===== src/rtl/multicycle_controller_pkg.sv =====
// -----------------------------------------------------------------------------
// multicycle_controller_pkg
// Shared definitions for the multicycle ARM-subset controller:
//   - FSM state encoding
//   - ALUControl codes (must match the ALU's decode)
//   - data-processing cmd codes, Op codes, condition codes
//   - helper functions: data-processing cmd decode and condition evaluation
// -----------------------------------------------------------------------------
package multicycle_controller_pkg;

    localparam int CMD_W = 4;

    typedef enum logic [3:0] {
        S_FETCH    = 4'd0,
        S_DECODE   = 4'd1,
        S_MEMADR   = 4'd2,
        S_MEMRD    = 4'd3,
        S_MEMWB    = 4'd4,
        S_MEMWR    = 4'd5,
        S_EXECUTER = 4'd6,
        S_EXECUTEI = 4'd7,
        S_ALUWB    = 4'd8,
        S_BRANCH   = 4'd9
    } state_t;

    // ALUControl codes
    localparam logic [2:0] ALU_ADD = 3'b000;
    localparam logic [2:0] ALU_SUB = 3'b001;
    localparam logic [2:0] ALU_AND = 3'b010;
    localparam logic [2:0] ALU_OR  = 3'b011;
    localparam logic [2:0] ALU_SLT = 3'b101;

    // Data-processing cmd field Funct[4:1]
    localparam logic [CMD_W-1:0] CMD_AND = 4'b0000;
    localparam logic [CMD_W-1:0] CMD_SUB = 4'b0010;
    localparam logic [CMD_W-1:0] CMD_ADD = 4'b0100;
    localparam logic [CMD_W-1:0] CMD_CMP = 4'b1010;
    localparam logic [CMD_W-1:0] CMD_SLT = 4'b1011;
    localparam logic [CMD_W-1:0] CMD_ORR = 4'b1100;

    // Op field Instr[27:26]
    localparam logic [1:0] OP_DP  = 2'b00;
    localparam logic [1:0] OP_MEM = 2'b01;
    localparam logic [1:0] OP_BR  = 2'b10;

    // Condition field Instr[31:28]
    localparam logic [3:0] COND_EQ = 4'b0000;
    localparam logic [3:0] COND_NE = 4'b0001;
    localparam logic [3:0] COND_CS = 4'b0010;
    localparam logic [3:0] COND_CC = 4'b0011;
    localparam logic [3:0] COND_MI = 4'b0100;
    localparam logic [3:0] COND_PL = 4'b0101;
    localparam logic [3:0] COND_VS = 4'b0110;
    localparam logic [3:0] COND_VC = 4'b0111;
    localparam logic [3:0] COND_HI = 4'b1000;
    localparam logic [3:0] COND_LS = 4'b1001;
    localparam logic [3:0] COND_GE = 4'b1010;
    localparam logic [3:0] COND_LT = 4'b1011;
    localparam logic [3:0] COND_GT = 4'b1100;
    localparam logic [3:0] COND_LE = 4'b1101;
    localparam logic [3:0] COND_AL = 4'b1110;

    // Decoded view of a data-processing cmd
    typedef struct packed {
        logic       legal;     // cmd is implemented
        logic [2:0] alu_ctl;   // ALUControl to drive in EXECUTE
        logic       no_write;  // result is not written back (CMP)
        logic       arith;     // instruction may update C and V
    } dp_dec_t;

    function automatic dp_dec_t decode_cmd(input logic [CMD_W-1:0] cmd);
        dp_dec_t d;
        d.legal    = 1'b1;
        d.alu_ctl  = ALU_ADD;
        d.no_write = 1'b0;
        d.arith    = 1'b0;
        case (cmd)
            CMD_ADD: begin d.alu_ctl = ALU_ADD; d.arith = 1'b1; end
            CMD_SUB: begin d.alu_ctl = ALU_SUB; d.arith = 1'b1; end
            CMD_AND: begin d.alu_ctl = ALU_AND; end
            CMD_ORR: begin d.alu_ctl = ALU_OR;  end
            CMD_CMP: begin d.alu_ctl = ALU_SUB; d.arith = 1'b1; d.no_write = 1'b1; end
            CMD_SLT: begin d.alu_ctl = ALU_SLT; end
            default: begin d.legal = 1'b0; end
        endcase
        return d;
    endfunction

    // ARM condition evaluation against flags {N,Z,C,V}; 1111 never executes
    function automatic logic cond_eval(input logic [3:0] cond, input logic [3:0] flags);
        logic n, z, c, v, r;
        {n, z, c, v} = flags;
        case (cond)
            COND_EQ: r = z;
            COND_NE: r = ~z;
            COND_CS: r = c;
            COND_CC: r = ~c;
            COND_MI: r = n;
            COND_PL: r = ~n;
            COND_VS: r = v;
            COND_VC: r = ~v;
            COND_HI: r = c & ~z;
            COND_LS: r = ~c | z;
            COND_GE: r = (n == v);
            COND_LT: r = (n != v);
            COND_GT: r = ~z & (n == v);
            COND_LE: r = z | (n != v);
            COND_AL: r = 1'b1;
            default: r = 1'b0;
        endcase
        return r;
    endfunction

endpackage


===== src/rtl/multicycle_controller_cond_unit.sv =====
// -----------------------------------------------------------------------------
// multicycle_controller_cond_unit
// Holds the architectural {N,Z,C,V} flag register and evaluates the current
// instruction's condition against it.
// Ports:
//   clk, rst   clock, async active-high reset (flags cleared)
//   Cond       condition field of the current instruction
//   ALUFlags   {N,Z,C,V} produced by the ALU this cycle
//   FlagW      [1] load N,Z   [0] load C,V
//   FlagEn     high in the cycle whose ALU flags may be captured
//   CondEx     condition passes against the registered (pre-instruction) flags
// -----------------------------------------------------------------------------
module multicycle_controller_cond_unit
    import multicycle_controller_pkg::*;
(
    input  logic       clk,
    input  logic       rst,
    input  logic [3:0] Cond,
    input  logic [3:0] ALUFlags,
    input  logic [1:0] FlagW,
    input  logic       FlagEn,
    output logic       CondEx
);

    logic [3:0] r_flags;

    // Evaluated from the stored flags so the instruction's own result never
    // influences its condition.
    assign CondEx = cond_eval(Cond, r_flags);

    // Flag register: N,Z and C,V groups load independently, only when the
    // instruction actually executes.
    always_ff @(posedge clk or posedge rst) begin
        if (rst) begin
            r_flags <= 4'b0000;
        end else begin
            if (FlagEn && CondEx && FlagW[1]) begin
                r_flags[3:2] <= ALUFlags[3:2];
            end
            if (FlagEn && CondEx && FlagW[0]) begin
                r_flags[1:0] <= ALUFlags[1:0];
            end
        end
    end

endmodule


===== src/rtl/multicycle_controller.sv =====
// -----------------------------------------------------------------------------
// multicycle_controller
// Control FSM for the multicycle ARM-subset datapath. Sequences each
// instruction through FETCH..WRITEBACK, decodes IR fields into ALUControl,
// mux selects and write enables, and gates architectural writes on the
// instruction's condition.
// Ports:
//   clk, rst     clock, async active-high reset
//   Cond/Op/Funct/Rd   IR fields [31:28]/[27:26]/[25:20]/[15:12]
//   ALUFlags     {N,Z,C,V} from the ALU
//   PCWrite, AdrSrc, MemWrite, IRWrite, RegWrite, ResultSrc, ALUSrcA,
//   ALUSrcB, ALUControl, ImmSrc, RegSrc   datapath controls
//   Illegal      one-cycle pulse in DECODE for unsupported encodings
// -----------------------------------------------------------------------------
module multicycle_controller
    import multicycle_controller_pkg::*;
#(
    parameter logic [3:0] PC_REG = 4'd15
)
(
    input  logic       clk,
    input  logic       rst,
    input  logic [3:0] Cond,
    input  logic [1:0] Op,
    input  logic [5:0] Funct,
    input  logic [3:0] Rd,
    input  logic [3:0] ALUFlags,
    output logic       PCWrite,
    output logic       AdrSrc,
    output logic       MemWrite,
    output logic       IRWrite,
    output logic       RegWrite,
    output logic [1:0] ResultSrc,
    output logic       ALUSrcA,
    output logic [1:0] ALUSrcB,
    output logic [2:0] ALUControl,
    output logic [1:0] ImmSrc,
    output logic [1:0] RegSrc,
    output logic       Illegal
);

    state_t             r_state;
    state_t             w_next_state;
    logic [CMD_W-1:0]   w_cmd;
    dp_dec_t            w_dec;
    logic               w_s_eff;
    logic [1:0]         w_flag_w;
    logic               w_flag_en;
    logic               w_cond_ex;
    logic               w_rd_is_pc;
    logic               w_dp_wr;
    logic               w_pc_write;
    logic               w_mem_write;
    logic               w_ir_write;
    logic               w_reg_write;

    assign w_cmd      = Funct[4:1];
    assign w_dec      = decode_cmd(w_cmd);
    // CMP always sets flags even when the S bit is clear
    assign w_s_eff    = Funct[0] | (w_cmd == CMD_CMP);
    assign w_flag_w   = {w_s_eff, w_s_eff & w_dec.arith};
    assign w_rd_is_pc = (Rd == PC_REG);
    assign w_dp_wr    = w_cond_ex & ~w_dec.no_write;

    assign ImmSrc = Op;
    assign RegSrc = {(Op == OP_MEM), (Op == OP_BR)};

    // Write enables are held off for the whole reset pulse so an aborted
    // instruction cannot leak a write.
    assign PCWrite  = w_pc_write  & ~rst;
    assign MemWrite = w_mem_write & ~rst;
    assign IRWrite  = w_ir_write  & ~rst;
    assign RegWrite = w_reg_write & ~rst;

    multicycle_controller_cond_unit u_cond (
        .clk      (clk),
        .rst      (rst),
        .Cond     (Cond),
        .ALUFlags (ALUFlags),
        .FlagW    (w_flag_w),
        .FlagEn   (w_flag_en),
        .CondEx   (w_cond_ex)
    );

    // State register
    always_ff @(posedge clk or posedge rst) begin
        if (rst) begin
            r_state <= S_FETCH;
        end else begin
            r_state <= w_next_state;
        end
    end

    // Next-state and per-state datapath controls
    always_comb begin
        w_next_state = S_FETCH;
        w_pc_write   = 1'b0;
        w_mem_write  = 1'b0;
        w_ir_write   = 1'b0;
        w_reg_write  = 1'b0;
        w_flag_en    = 1'b0;
        AdrSrc       = 1'b0;
        ResultSrc    = 2'b00;
        ALUSrcA      = 1'b0;
        ALUSrcB      = 2'b00;
        ALUControl   = ALU_ADD;
        Illegal      = 1'b0;
        case (r_state)
            S_FETCH: begin
                // PC <= PC+4 while the instruction is latched into IR
                w_ir_write   = 1'b1;
                ALUSrcA      = 1'b1;
                ALUSrcB      = 2'b10;
                ResultSrc    = 2'b10;
                w_pc_write   = 1'b1;
                w_next_state = S_DECODE;
            end
            S_DECODE: begin
                // PC+4 again so R15 reads as PC+8
                ALUSrcA   = 1'b1;
                ALUSrcB   = 2'b10;
                ResultSrc = 2'b10;
                case (Op)
                    OP_DP: begin
                        if (!w_dec.legal) begin
                            Illegal      = 1'b1;
                            w_next_state = S_FETCH;
                        end else if (Funct[5]) begin
                            w_next_state = S_EXECUTEI;
                        end else begin
                            w_next_state = S_EXECUTER;
                        end
                    end
                    OP_MEM:  w_next_state = S_MEMADR;
                    OP_BR:   w_next_state = S_BRANCH;
                    default: begin
                        Illegal      = 1'b1;
                        w_next_state = S_FETCH;
                    end
                endcase
            end
            S_EXECUTER: begin
                ALUControl   = w_dec.alu_ctl;
                w_flag_en    = 1'b1;
                w_next_state = S_ALUWB;
            end
            S_EXECUTEI: begin
                ALUSrcB      = 2'b01;
                ALUControl   = w_dec.alu_ctl;
                w_flag_en    = 1'b1;
                w_next_state = S_ALUWB;
            end
            S_ALUWB: begin
                // A write to PC_REG is steered to the PC instead of the file
                w_pc_write   = w_dp_wr & w_rd_is_pc;
                w_reg_write  = w_dp_wr & ~w_rd_is_pc;
                w_next_state = S_FETCH;
            end
            S_MEMADR: begin
                ALUSrcB      = 2'b01;
                w_next_state = Funct[0] ? S_MEMRD : S_MEMWR;
            end
            S_MEMRD: begin
                AdrSrc       = 1'b1;
                w_next_state = S_MEMWB;
            end
            S_MEMWB: begin
                ResultSrc    = 2'b01;
                w_pc_write   = w_cond_ex & w_rd_is_pc;
                w_reg_write  = w_cond_ex & ~w_rd_is_pc;
                w_next_state = S_FETCH;
            end
            S_MEMWR: begin
                AdrSrc       = 1'b1;
                w_mem_write  = w_cond_ex;
                w_next_state = S_FETCH;
            end
            S_BRANCH: begin
                ALUSrcB      = 2'b01;
                ResultSrc    = 2'b10;
                w_pc_write   = w_cond_ex;
                w_next_state = S_FETCH;
            end
            default: begin
                w_next_state = S_FETCH;
            end
        endcase
    end

endmodule


===== config.mk =====
export PLATFORM = sky130hd
export DESIGN_NAME = multicycle_controller
export DESIGN_NICKNAME = d
export VERILOG_FILES = /design/src/rtl/multicycle_controller_pkg.sv /design/src/rtl/multicycle_controller_cond_unit.sv /design/src/rtl/multicycle_controller.sv
export SDC_FILE = /design/constraint.sdc
export NUM_CORES = 1
export LEC_CHECK = 0
export ABC_AREA = 0
export ABC_CLOCK_PERIOD_IN_PS = 8750
export CAP_MARGIN = 25
export CORE_MARGIN = 10
export CORE_UTILIZATION = 46
export CTS_CLUSTER_SIZE = 20
export DETAILED_ROUTE_END_ITERATION = 8
export PLACE_DENSITY_LB_ADDON = 0.2
export SLEW_MARGIN = 5
export SYNTH_ARGS = -nofsm -noshare
export SYNTH_HDL_FRONTEND = slang
export SYNTH_SLANG_ARGS = --single-unit
export TNS_END_PERCENT = 20

===== constraint.sdc =====
create_clock -name clk -period 8.75 [get_ports clk]
set_input_delay 2.625 -clock clk [delete_from_list [all_inputs] [get_ports clk]]
set_output_delay 2.625 -clock clk [all_outputs]
set_load 0.01 [all_outputs]

### Word-level counts from Yosys, hierarchy flattened

Cells that the tools add are included.

| word-level totals | value |
|---|---|
| output and inout port bits | 18 |
| bits in read-only memories | 0 |
| input bits | 22 |
| bits in latches | 0 |
| memories kept | 0 |
| RAM bits | 0 |
| register bits | 8 |

| cells by class | value |
|---|---|
| muxes and demuxes | 23 |
| reductions and logical operators | 16 |
| div/mod/pow operators | 0 |
| add/subtract/negate cells | 0 |
| bitwise operators | 22 |
| $lt $le $gt $ge | 0 |
| equal/unequal tests | 33 |
| shift-type cells | 0 |
| multipliers | 0 |

Operator list:

| cell | number |
|---|---|
| $eq 4x4->1 const B | 13 |
| $eq 4x3->1 const B | 9 |
| $eq 4x2->1 const B | 5 |
| $pmux 4 s5 | 1 |
| $pmux 1 s15 | 1 |
| $and 1x1->1 | 12 |
| $logic_not 4->1 | 3 |
| $pmux 3 s4 | 1 |
| $pmux 4 s3 | 1 |
| $mux 1 | 11 |
| $reduce_or 2->1 | 5 |
| $mux 3 | 3 |
| $reduce_or 3->1 | 3 |
| $eq 4x1->1 const B | 2 |
| $pmux 2 s2 | 2 |
| $not 1->1 | 7 |
| $reduce_or 6->1 | 1 |
| $pmux 1 s2 | 2 |
| $pmux 1 s4 | 1 |
| $logic_and 1x1->1 | 3 |
| $or 1x1->1 | 3 |
| $eq 2x1->1 const B | 1 |
| $eq 2x2->1 const B | 1 |
| $logic_not 2->1 | 1 |
| other kinds (2) | 2 |

### Logic depth before layout (Yosys ltp)

Gate-level depths: netlist (run 1).

| depth | value |
|---|---|
| depth in word-level cells | 7 |
| gate-level depth with buffers | 6 |
| depth with buffers taken out | 6 |

### Hierarchy

From an unflattened synthesis (run 1), not the netlist that was laid out.

| second synthesis, totals | value |
|---|---|
| cells, all modules | 118 |
| area total of the unflattened synthesis | 1018.5 µm² |

Modules (own cells, without submodules):

| module | area each (µm²) | sequential area each (µm²) | cells each | times used |
|---|---|---|---|---|
| multicycle_controller | 613.1 | 100.1 | 78 | 1 |
| multicycle_controller_cond_unit | 405.4 | 100.1 | 40 | 1 |

### Worst setup path after synthesis (run 1)

No wires, ideal clock.

| path | value |
|---|---|
| path kind | input -> output |
| from | input Cond[2] |
| to | output MemWrite |
| stages on the path | 6 |
| slack | 2138 ps |
| data arrival time | 3987 ps |
| cell sequence | buf_2 -> nor4bb_1 -> nor3_1 -> a311o_1 -> a31oi_1 -> nor3b_1 |

| between the ends | value |
|---|---|
| word-level cells in the longest chain between the ends | 4 |
| elaborated cells on any way between the ends | 18 |
| those cells by class | 14 x eq/ne; 2 x mux; 1 x bitwise; 1 x reduce/logical |

RTL lines:

| item | line | source |
|---|---|---|
| start, declared | multicycle_controller.sv:23 | `input logic [3:0] Cond,` |
| $eq 4x4->1 (tied with other cells) | multicycle_controller_pkg.sv:93 | `case (cond)` |
| $pmux 1 s15 (*) | multicycle_controller_pkg.sv:93 |  |
| $mux 1 (*) | multicycle_controller.sv:108 | `case (r_state)` |
| $and 1x1->1 (*) | multicycle_controller.sv:71 | `assign MemWrite = w_mem_write & ~rst;` |
| end, declared | multicycle_controller.sv:30 | `output logic MemWrite,` |

Every way passes the cells marked *; elsewhere a longest branch is shown, timed or not.

### Worst setup path in the final report (run 1)

| path | value |
|---|---|
| from | input Cond[0] |
| to | output MemWrite |

Same word-level chain as after synthesis.

==> flow_results.org, run 1 <==
** Critical path
- Crit path cell chain :: clkdlybuf4s50_1 > and4bb_2 > nor3_1 > a311o_1 > a31oi_1 > nor3b_1 > clkdlybuf4s50_1
- Data required time of the critical path :: 6.12 ns
- Reg-to-reg endpoint :: u_cond.r_flags[3]$_DFFE_PP0P_
- Most numerous cell on the critical path :: sky130_fd_sc_hd__clkdlybuf4s50_1
- Critical register-to-register path startpoint :: u_cond.r_flags[3]$_DFFE_PP0P_
- Counting both buffers and inverters, the worst setup path holds a total of 2.
- Data on the critical path arrives at its endpoint at approximately 5.1 ns.
- The cell family contributing the most delay on the critical path is buffers and inverters.
- The worst setup path is launched from an input port.
- Register-to-Register Path Depth :: 5
- Reg-to-reg setup timing slack :: 6.68 ns
- The largest individual stage delay along the critical path comes from the cell sky130_fd_sc_hd__clkdlybuf4s50_1.
- Crit. Startpoint :: Cond[0]
- In this design, the stage delay of the slowest critical-path cell is about 0.73 ns.
- The most critical setup path has its endpoint at MemWrite.
- Highest fanout seen on the critical path :: 16
- Stages on worst setup path :: 7
- CP endpoint kind :: output pin
- The worst setup path is of the input port to output pin kind.

** Timing
- At the pin with the least slew margin, the transition time is around 0.47 ns.
- Max Freq :: between 100 and 150 MHz
- Unrepaired setup endpoints after global routing :: no
- The number of hold-slack violations in the final timing report was 0.
- Period utilization :: 88.5%
- Setup violations remaining at the end of the flow were counted as 0.
- Final worst setup slack :: 1.01 ns
- The worst path needs about 7.7 ns of the cycle, external delays included.
- Sum Neg Setup Slack :: 0 ns
- Across the routed clock network, the largest skew measured is 0.000786 ns.
- Worst rel slew slack :: 68.2%
- Tightest hold margin :: 0.538 ns
- Max Transition Viols Final :: 0

** Power
- IR analysis of the VDD net gives a maximum drop of between 100 and 150 uV.
- Proportion of power drawn by the clock network :: between 10% and 20%
- In this run the power spent charging and discharging nets is 0.0999 mW.
- For this design the static power due to leakage is between 0.5 and 0.6 nW.
- Portion of total power attributed to sequential cells :: 29.4%
- Power spread over the standard cell area amounts to 174 nW/um^2.
- Combinational group share of total power :: between 50% and 60%
- Net Sw Frac :: 41.9%
- The internal portion of the total power is 0.139 mW.

** Floorplan
- The total area inside the core boundary comes to 1980 um^2.
- The floorplan step defined a die boundary enclosing 4360 um^2.
- For this configuration, the core starts out at a cell density of approximately half.
- The floorplan step set the die width to 66.1 um.
- Floorplan row count :: 16
- I/O pin count :: 40
- The die is 66.1 um tall.

** Synth
- Number of synthesized register bits :: 8
- Area fraction of the dominant cell type after synthesis :: 20.5%
- Number of nets in the synthesized netlist :: 152
- Synth area leaders :: sky130_fd_sc_hd__dfrtp_1, sky130_fd_sc_hd__nor2_1, sky130_fd_sc_hd__ha_1
- Counting distinct cell types in the post-synthesis netlist gives 47.
- Cell area after technology mapping :: 976 um^2
- A synthesized cell averages about 7.7 um^2.
- The most used flip-flop cell after synthesis is sky130_fd_sc_hd__dfrtp_1.
- Of all flip-flops after synthesis, the portion carrying an async set or reset was 100%.
- Yosys warnings :: 0
- Counting flops with a built-in enable in the synthesized netlist gives 0.
- Synthesis produced a netlist whose cell count is between 100 and 150.
- Part of the Yosys area used for sequential elements :: 20.5%
- Summed over all instances, the cell type with the most area after synthesis is sky130_fd_sc_hd__dfrtp_1.

** Run status
- Run status :: completed

** Clock tree
- Clock-pin slew on the worst setup and hold paths :: around 0.050 ns
- H-Tree Level Count :: 1
- Once the clock tree was built, the setup fixing pass inserted 0 buffers.
- Number of buffers created by CTS :: 3
- CTS tree :: done
- Post-CTS repair changed the size of 0 cells.
- Number of buffers between clock root and the deepest sink :: 2
- Total number of clock tree sinks :: 8
- Hold-fix buffers, CTS :: 0
- The root buffer cell chosen for the clock tree is sky130_fd_sc_hd__clkbuf_4.
- Latest clock arrival within the worst-skew pair :: ~0.25 ns

** Layout
- Synthesis-to-finish area growth :: 40.5%
- Cells with a size suffix above 1 make up 5.03% of the layout.
- Most frequent cells in the layout :: sky130_fd_sc_hd__clkdlybuf4s50_1, sky130_fd_sc_hd__nor2_1, sky130_fd_sc_hd__dfrtp_1
- Final net count :: 187
- 0 antenna diodes ended up in the layout.
- Leaving out fill and tap cells, the most frequent cell in the layout is sky130_fd_sc_hd__clkdlybuf4s50_1.
- Total of fill cells in the finished design :: 159

** Place
- Hpwl dp :: roughly 2.4 mm
- PortBufs :: 39
- Gpl congestion :: roughly 0.81
- Worst slack at placement :: around 1.0 ns

** Global route
- The number of antenna violations at the first check in global routing was 0.
- Global-route wire length before repair :: 4.82 mm
- Entering global routing, the biggest net connects 17 pins.
- GRT Util Overall :: 13.4%
- The number of global-route vias before repair was 1028.
- The total overflow left after global routing is 0.

** Route
- Count of nets left with antenna violations after detail routing :: 0
- Violation count after the first detailed-route iteration :: 43
- The first TritonRoute pass finished after 4 iterations.
- Remaining DRCs :: 0
- Detailed-route via count :: 1062
- Using the TritonRoute via totals, the vias-per-cell ratio works out to 5.71.
- Routed wire length per instance :: 15.7 um
- The final layout contains routed wiring with a total length of 2.91 mm.

** Worst hold path
- Class of the tightest hold or removal check :: register to register

** Flow run
- Across the run, the number of max-cap violations was 0.
through the flow:
step                instances  area [um^2]  power [mW]  util (%)
floorplan                 126          976       0.145         -
global placement          183         1350       0.207      68.1
detailed placement        183         1350       0.211      68.1
CTS                       186         1370       0.240      69.2
global route              186         1370       0.260      69.2
finish                    186         1370       0.238      69.2
how the worst min path moves through the flow:
| stage | from | end | slack (ns) | cells after the start |
|---|---|---|---|---|
| final | r_state[3]$_DFF_PP0_ | r_state[3]$_DFF_PP0_ | 0.54 | 1 |
| after global routing | r_state[3]$_DFF_PP0_ | r_state[3]$_DFF_PP0_ | 0.57 | 1 |
| after CTS | r_state[3]$_DFF_PP0_ | r_state[3]$_DFF_PP0_ | 0.54 | 1 |
| after detailed placement | r_state[3]$_DFF_PP0_ | r_state[3]$_DFF_PP0_ | 0.53 | 1 |
| after global placement | r_state[3]$_DFF_PP0_ | r_state[3]$_DFF_PP0_ | 0.52 | 1 |
| after floorplan | r_state[3]$_DFF_PP0_ | r_state[3]$_DFF_PP0_ | 0.48 | 1 |
per-layer routing:
metal	routed length, um	track usage (%)	up-vias
met1	1110	14.1	497
met3	272	4.41	0
met4	0	1.57	0
li1	-	-	524
met5	0	0	-
met2	1540	25.7	41
logic make-up after synthesis:
kind of cell	synth area share, %
muxes	5.64
xor gates and xnor gates	4.49
AOI/OAI and AO/OA	19.9
buffers and inverters	7.95
DFF	20.5
adders and majority gates	5.13
and+or+nand+nor	36.4
power groups by stage:
stage | sequential, mW | combinational (mW) | clock [mW]
floorplan | 0.0526 | 0.0928 | 0
global placement | 0.0686 | 0.138 | 0
detailed placement | 0.0698 | 0.141 | 0
CTS | 0.0692 | 0.143 | 0.0279
global route | 0.0720 | 0.157 | 0.0310
finish | 0.0701 | 0.142 | 0.0268
registers in the layout, indices dropped and copies added (netlist names):
| name | count |
|---|---|
| r_state | 4 |
| u_cond.r_flags | 4 |
final cells by class:
| cell class | count | area, um^2 | area share (%) |
|---|---|---|---|
| flip-flops and latches | 8 | 200 | 14.6 |
| clock buffers | 3 | 22.5 | 1.64 |
| multi-input cells | 102 | 698 | 50.9 |
| repair buffers | 39 | 390 | 28.5 |
| well taps | 27 | 33.8 | 2.46 |
| inverters | 7 | 26.3 | 1.92 |
worst register-to-register path: cells and delay by family (launching register included):
kind	cells	cell delay, ns
mux	1	0.37
flops	1	0.51
simple gates	2	0.42
compound gates	2	0.64
cell usage after synthesis, drive strengths merged (2+ instances only):
| cell | count |
|---|---|
| nor2 | 15 |
| dfrtp | 8 |
| inv | 7 |
| nand2 | 6 |
| nor3 | 6 |
| o21ai | 6 |
| clkbuf | 5 |
| nand2b | 5 |
| a31oi | 4 |
| buf | 4 |
| ha | 4 |
| mux2 | 4 |
| o32ai | 4 |
| xnor2 | 4 |
| a21oi | 3 |
| and2 | 3 |
| and3 | 3 |
| nand3 | 3 |
| a22oi | 2 |
| and2b | 2 |
| and4 | 2 |
| nand3b | 2 |
| nand4 | 2 |
| nor2b | 2 |
| nor3b | 2 |
| nor4bb | 2 |
(Power assumes the default switching activity.)
==> inputs of run 2 (changes only) <==
--- a/config.mk
+++ b/config.mk
@@ -8,7 +8,6 @@
 export ABC_AREA = 0
 export ABC_CLOCK_PERIOD_IN_PS = 8750
 export CAP_MARGIN = 25
-export CORE_MARGIN = 10
 export CORE_UTILIZATION = 46
 export CTS_CLUSTER_SIZE = 20
 export DETAILED_ROUTE_END_ITERATION = 8
==> flow_results.org, run 2 (synthesis gave the netlist of run 1 again) <==
** Power
- Leakage component of the power :: 0.560 nW (unchanged)
- Post-route total power :: 0.235 mW (-1.4%)
- Maximum ir drop on the vdd rail :: 128 uV (-6.5%)
- The total power density per cell area is 172 nW/um^2 (-1.4%).

** Timing
- The highest achievable clock rate was 128 MHz (-1.0%).
- Hold Vio Cnt, Final :: 0 (unchanged)
- Setup repair after global routing left no endpoint under its margin.
- Crit path time final :: 7.82 ns (+0.0811 ns)
- The slew at the pin with the worst max-slew slack was 0.470 ns (-0.000147 ns).
- Setup-violating endpoint count in the final report :: 0 (unchanged)
- The final number of max-transition violations is 0 (unchanged).
- The period utilization was 89.4% (+0.93 points).
- Skew final :: 0.000486 ns (-0.000300 ns)
- The post-route setup TNS was 0 ns (unchanged).
- Worst rel slew slack :: 67.9% (-0.37 points)

** Route
- The per-cell routed wire length was 13.1 um (-16%).
- The per-cell via count in the routed design came to 5.60 (-1.9%).
- Detailed-route via count :: 1042 (-1.9%)
- The final routed wirelength across all metal layers is 2.44 mm (-16%).
- The number of detailed-route iterations in the first pass is 4 (unchanged).
- The number of nets with antenna violations after detailed routing is 0 (unchanged).
- The initial DRC count came to 18 (-58%).
- Remaining DRCs :: 0 (unchanged)

** Flow run
- The number of maximum-capacitance violations is 0 (unchanged).

** Critical path
- Crit path cell chain :: clkdlybuf4s50_1 > nor4bb_1 > nor3_1 > a311o_1 > a31oi_1 > nor3b_1 > clkdlybuf4s50_1
- On the critical path the largest part of the delay comes from buffers and inverters.
- Critical register-to-register path startpoint :: u_cond.r_flags[3]$_DFFE_PP0P_
- CP endpoint kind :: output pin
- Capture point of the critical path :: MemWrite
- Highest fanout seen on the critical path :: 16 (unchanged)
- The critical path starts at Cond[0].
- Reg-to-reg endpoint :: u_cond.r_flags[2]$_DFFE_PP0P_
- Crit path largest cell delay :: 0.74 ns (about the same)
- Reg-to-reg setup timing slack :: 6.68 ns (about the same)
- Bufs and invs on worst path :: 2 (unchanged)
- The worst path required time came to 6.12 ns (about the same).
- The most numerous cell type found on the critical path is sky130_fd_sc_hd__clkdlybuf4s50_1.
- Startpoint-to-endpoint class of the critical path :: input port to output pin
- Arr. time, crit path :: 5.20 ns (+0.08 ns)
- Cell with the largest stage delay on the worst path :: sky130_fd_sc_hd__clkdlybuf4s50_1
- The worst setup path is launched from an input port.
- Stages on worst setup path :: 7 (unchanged)
- Register-to-Register Path Depth :: 5 (unchanged)

** Place
- Gpl congestion :: 0.830 (+2.9%)
- Hpwl dp :: 1.96 mm (-19%)
- The number of port buffers was 39 (unchanged).

** Layout
- Leaving out fill and tap cells, the most frequent cell in the layout is sky130_fd_sc_hd__clkdlybuf4s50_1.
- The antenna diode count was 0 (unchanged).
- Synthesis-to-finish area growth :: 40.5% (unchanged)
- In the layout the commonest cells are sky130_fd_sc_hd__clkdlybuf4s50_1, sky130_fd_sc_hd__nor2_1, sky130_fd_sc_hd__dfrtp_1.
- The number of fill cells in the layout came to 153 (-3.8%).
- The largest registers in the layout are r_state: 4 flops, u_cond.r_flags: 4 flops.
- Final net count :: 187 (unchanged)
- Proportion of layout cells with a drive suffix above 1 :: 5.03% (unchanged)

** Floorplan
- The die height is 48.1 um (-27%).
- I/O pin count :: 40 (unchanged)
- The core outline area came to 1980 um^2 (unchanged).
- Die area :: 2310 um^2 (-47%)
- The site row count was 16 (unchanged).
- The effective utilization at floorplan came to 49.2% (unchanged).
- Chip width :: 48.1 um (-27%)

** Clock tree
- The maximum number of buffers from clock root to sink is 2 (unchanged).
- Number of instances resized during post-cts repair :: 0 (unchanged)
- Hold-fix buffers, CTS :: 0 (unchanged)
- The number of post-CTS setup repair buffers was 0 (unchanged).
- The later-pin clock latency in the skew report came to 0.24 ns (about the same).
- TritonCTS built the clock tree.
- The tree is rooted in a sky130_fd_sc_hd__clkbuf_4.
- H-Tree Level Count :: 1 (unchanged)
- Number of buffers created by CTS :: 3 (unchanged)
- Clock-pin slew on the worst setup and hold paths :: 0.05 ns (about the same)
- The number of sinks handled by clock tree synthesis came to 8 (unchanged).

** Global route
- The number of global-route vias before repair was 816 (-21%).
- The total routing resource utilization after global routing is 21.8% (+8.4 points).
- The remaining global-route overflow was 0 (unchanged).
- The first-pass GRT wire length came to 3.59 mm (-25%).
- The largest net degree at the start of global routing is 17 (unchanged).
- The number of antenna violations at the first check in global routing was 0 (unchanged).

** Worst hold path
- Class of the tightest hold or removal check :: register to register

** Run status
- The run finished with clean final reports.
## run 2: cell counts in the layout (fill, tap and decap cells not counted)
Identical to the previous run, type by type.
## run 2: worst min path at each step
stage / startpoint / to / slack (ns) / cells past startpoint
4_1_cts: r_state[3]$_DFF_PP0_ / r_state[3]$_DFF_PP0_ / 0.54 / 1
5_1_grt: r_state[3]$_DFF_PP0_ / r_state[3]$_DFF_PP0_ / 0.58 / 1
3_3_place_gp: r_state[3]$_DFF_PP0_ / r_state[3]$_DFF_PP0_ / 0.52 / 1
6_report: r_state[3]$_DFF_PP0_ / r_state[3]$_DFF_PP0_ / 0.54 / 1
2_1_floorplan: r_state[3]$_DFF_PP0_ / r_state[3]$_DFF_PP0_ / 0.48 / 1
3_5_place_dp: r_state[3]$_DFF_PP0_ / r_state[3]$_DFF_PP0_ / 0.53 / 1
## run 2: worst register-to-register path, cell delays in order (launching register included)
cell and delay (ns):
sky130_fd_sc_hd__dfrtp_1 0.48, sky130_fd_sc_hd__nor4bb_1 0.37, sky130_fd_sc_hd__nor3_1 0.09, sky130_fd_sc_hd__a311o_1 0.35, sky130_fd_sc_hd__a31oi_1 0.30, sky130_fd_sc_hd__mux2_1 0.36
## run 2: routing by layer
metal | track usage [%] | part of all wire (%)
met1 | 29.8 | 47
met4 | 2.78 | 0
met3 | 3.40 | 5.4
met5 | 0 | 0
met2 | 37.0 | 48
## run 2: final cells by class
class                      count  area [um^2]  area share (%)
tap                           27         33.8            2.46
multi-input combinational    102          698            50.9
timing repair buffer          39          390            28.5
clock buffer                   3         22.5            1.64
sequential                     8          200            14.6
inverter                       7         26.3            1.92
## run 2: where the power goes
| group | leakage (nW) | internal [mW] | switching [mW] | total (mW) |
|---|---|---|---|---|
| Sequential | 0.108 | 0.0464 | 0.0230 | 0.0694 |
| Clock | 0.0138 | 0.0156 | 0.0116 | 0.0272 |
| Combinational | 0.439 | 0.0764 | 0.0622 | 0.139 |
| Total | 0.560 | 0.138 | 0.0968 | 0.235 |
## run 2: through the flow
step	hold WS, ns	std cells	instance area [um^2]	worst slack (ns)	util [%]
2_1_floorplan	0.478	126	976	2.14	-
5_1_grt	0.584	186	1370	0.699	69.2
3_3_place_gp	0.520	183	1350	1.06	68.1
4_1_cts	0.541	186	1370	0.927	69.2
6_report	0.542	186	1370	0.927	69.2
3_5_place_dp	0.532	183	1350	0.943	68.1
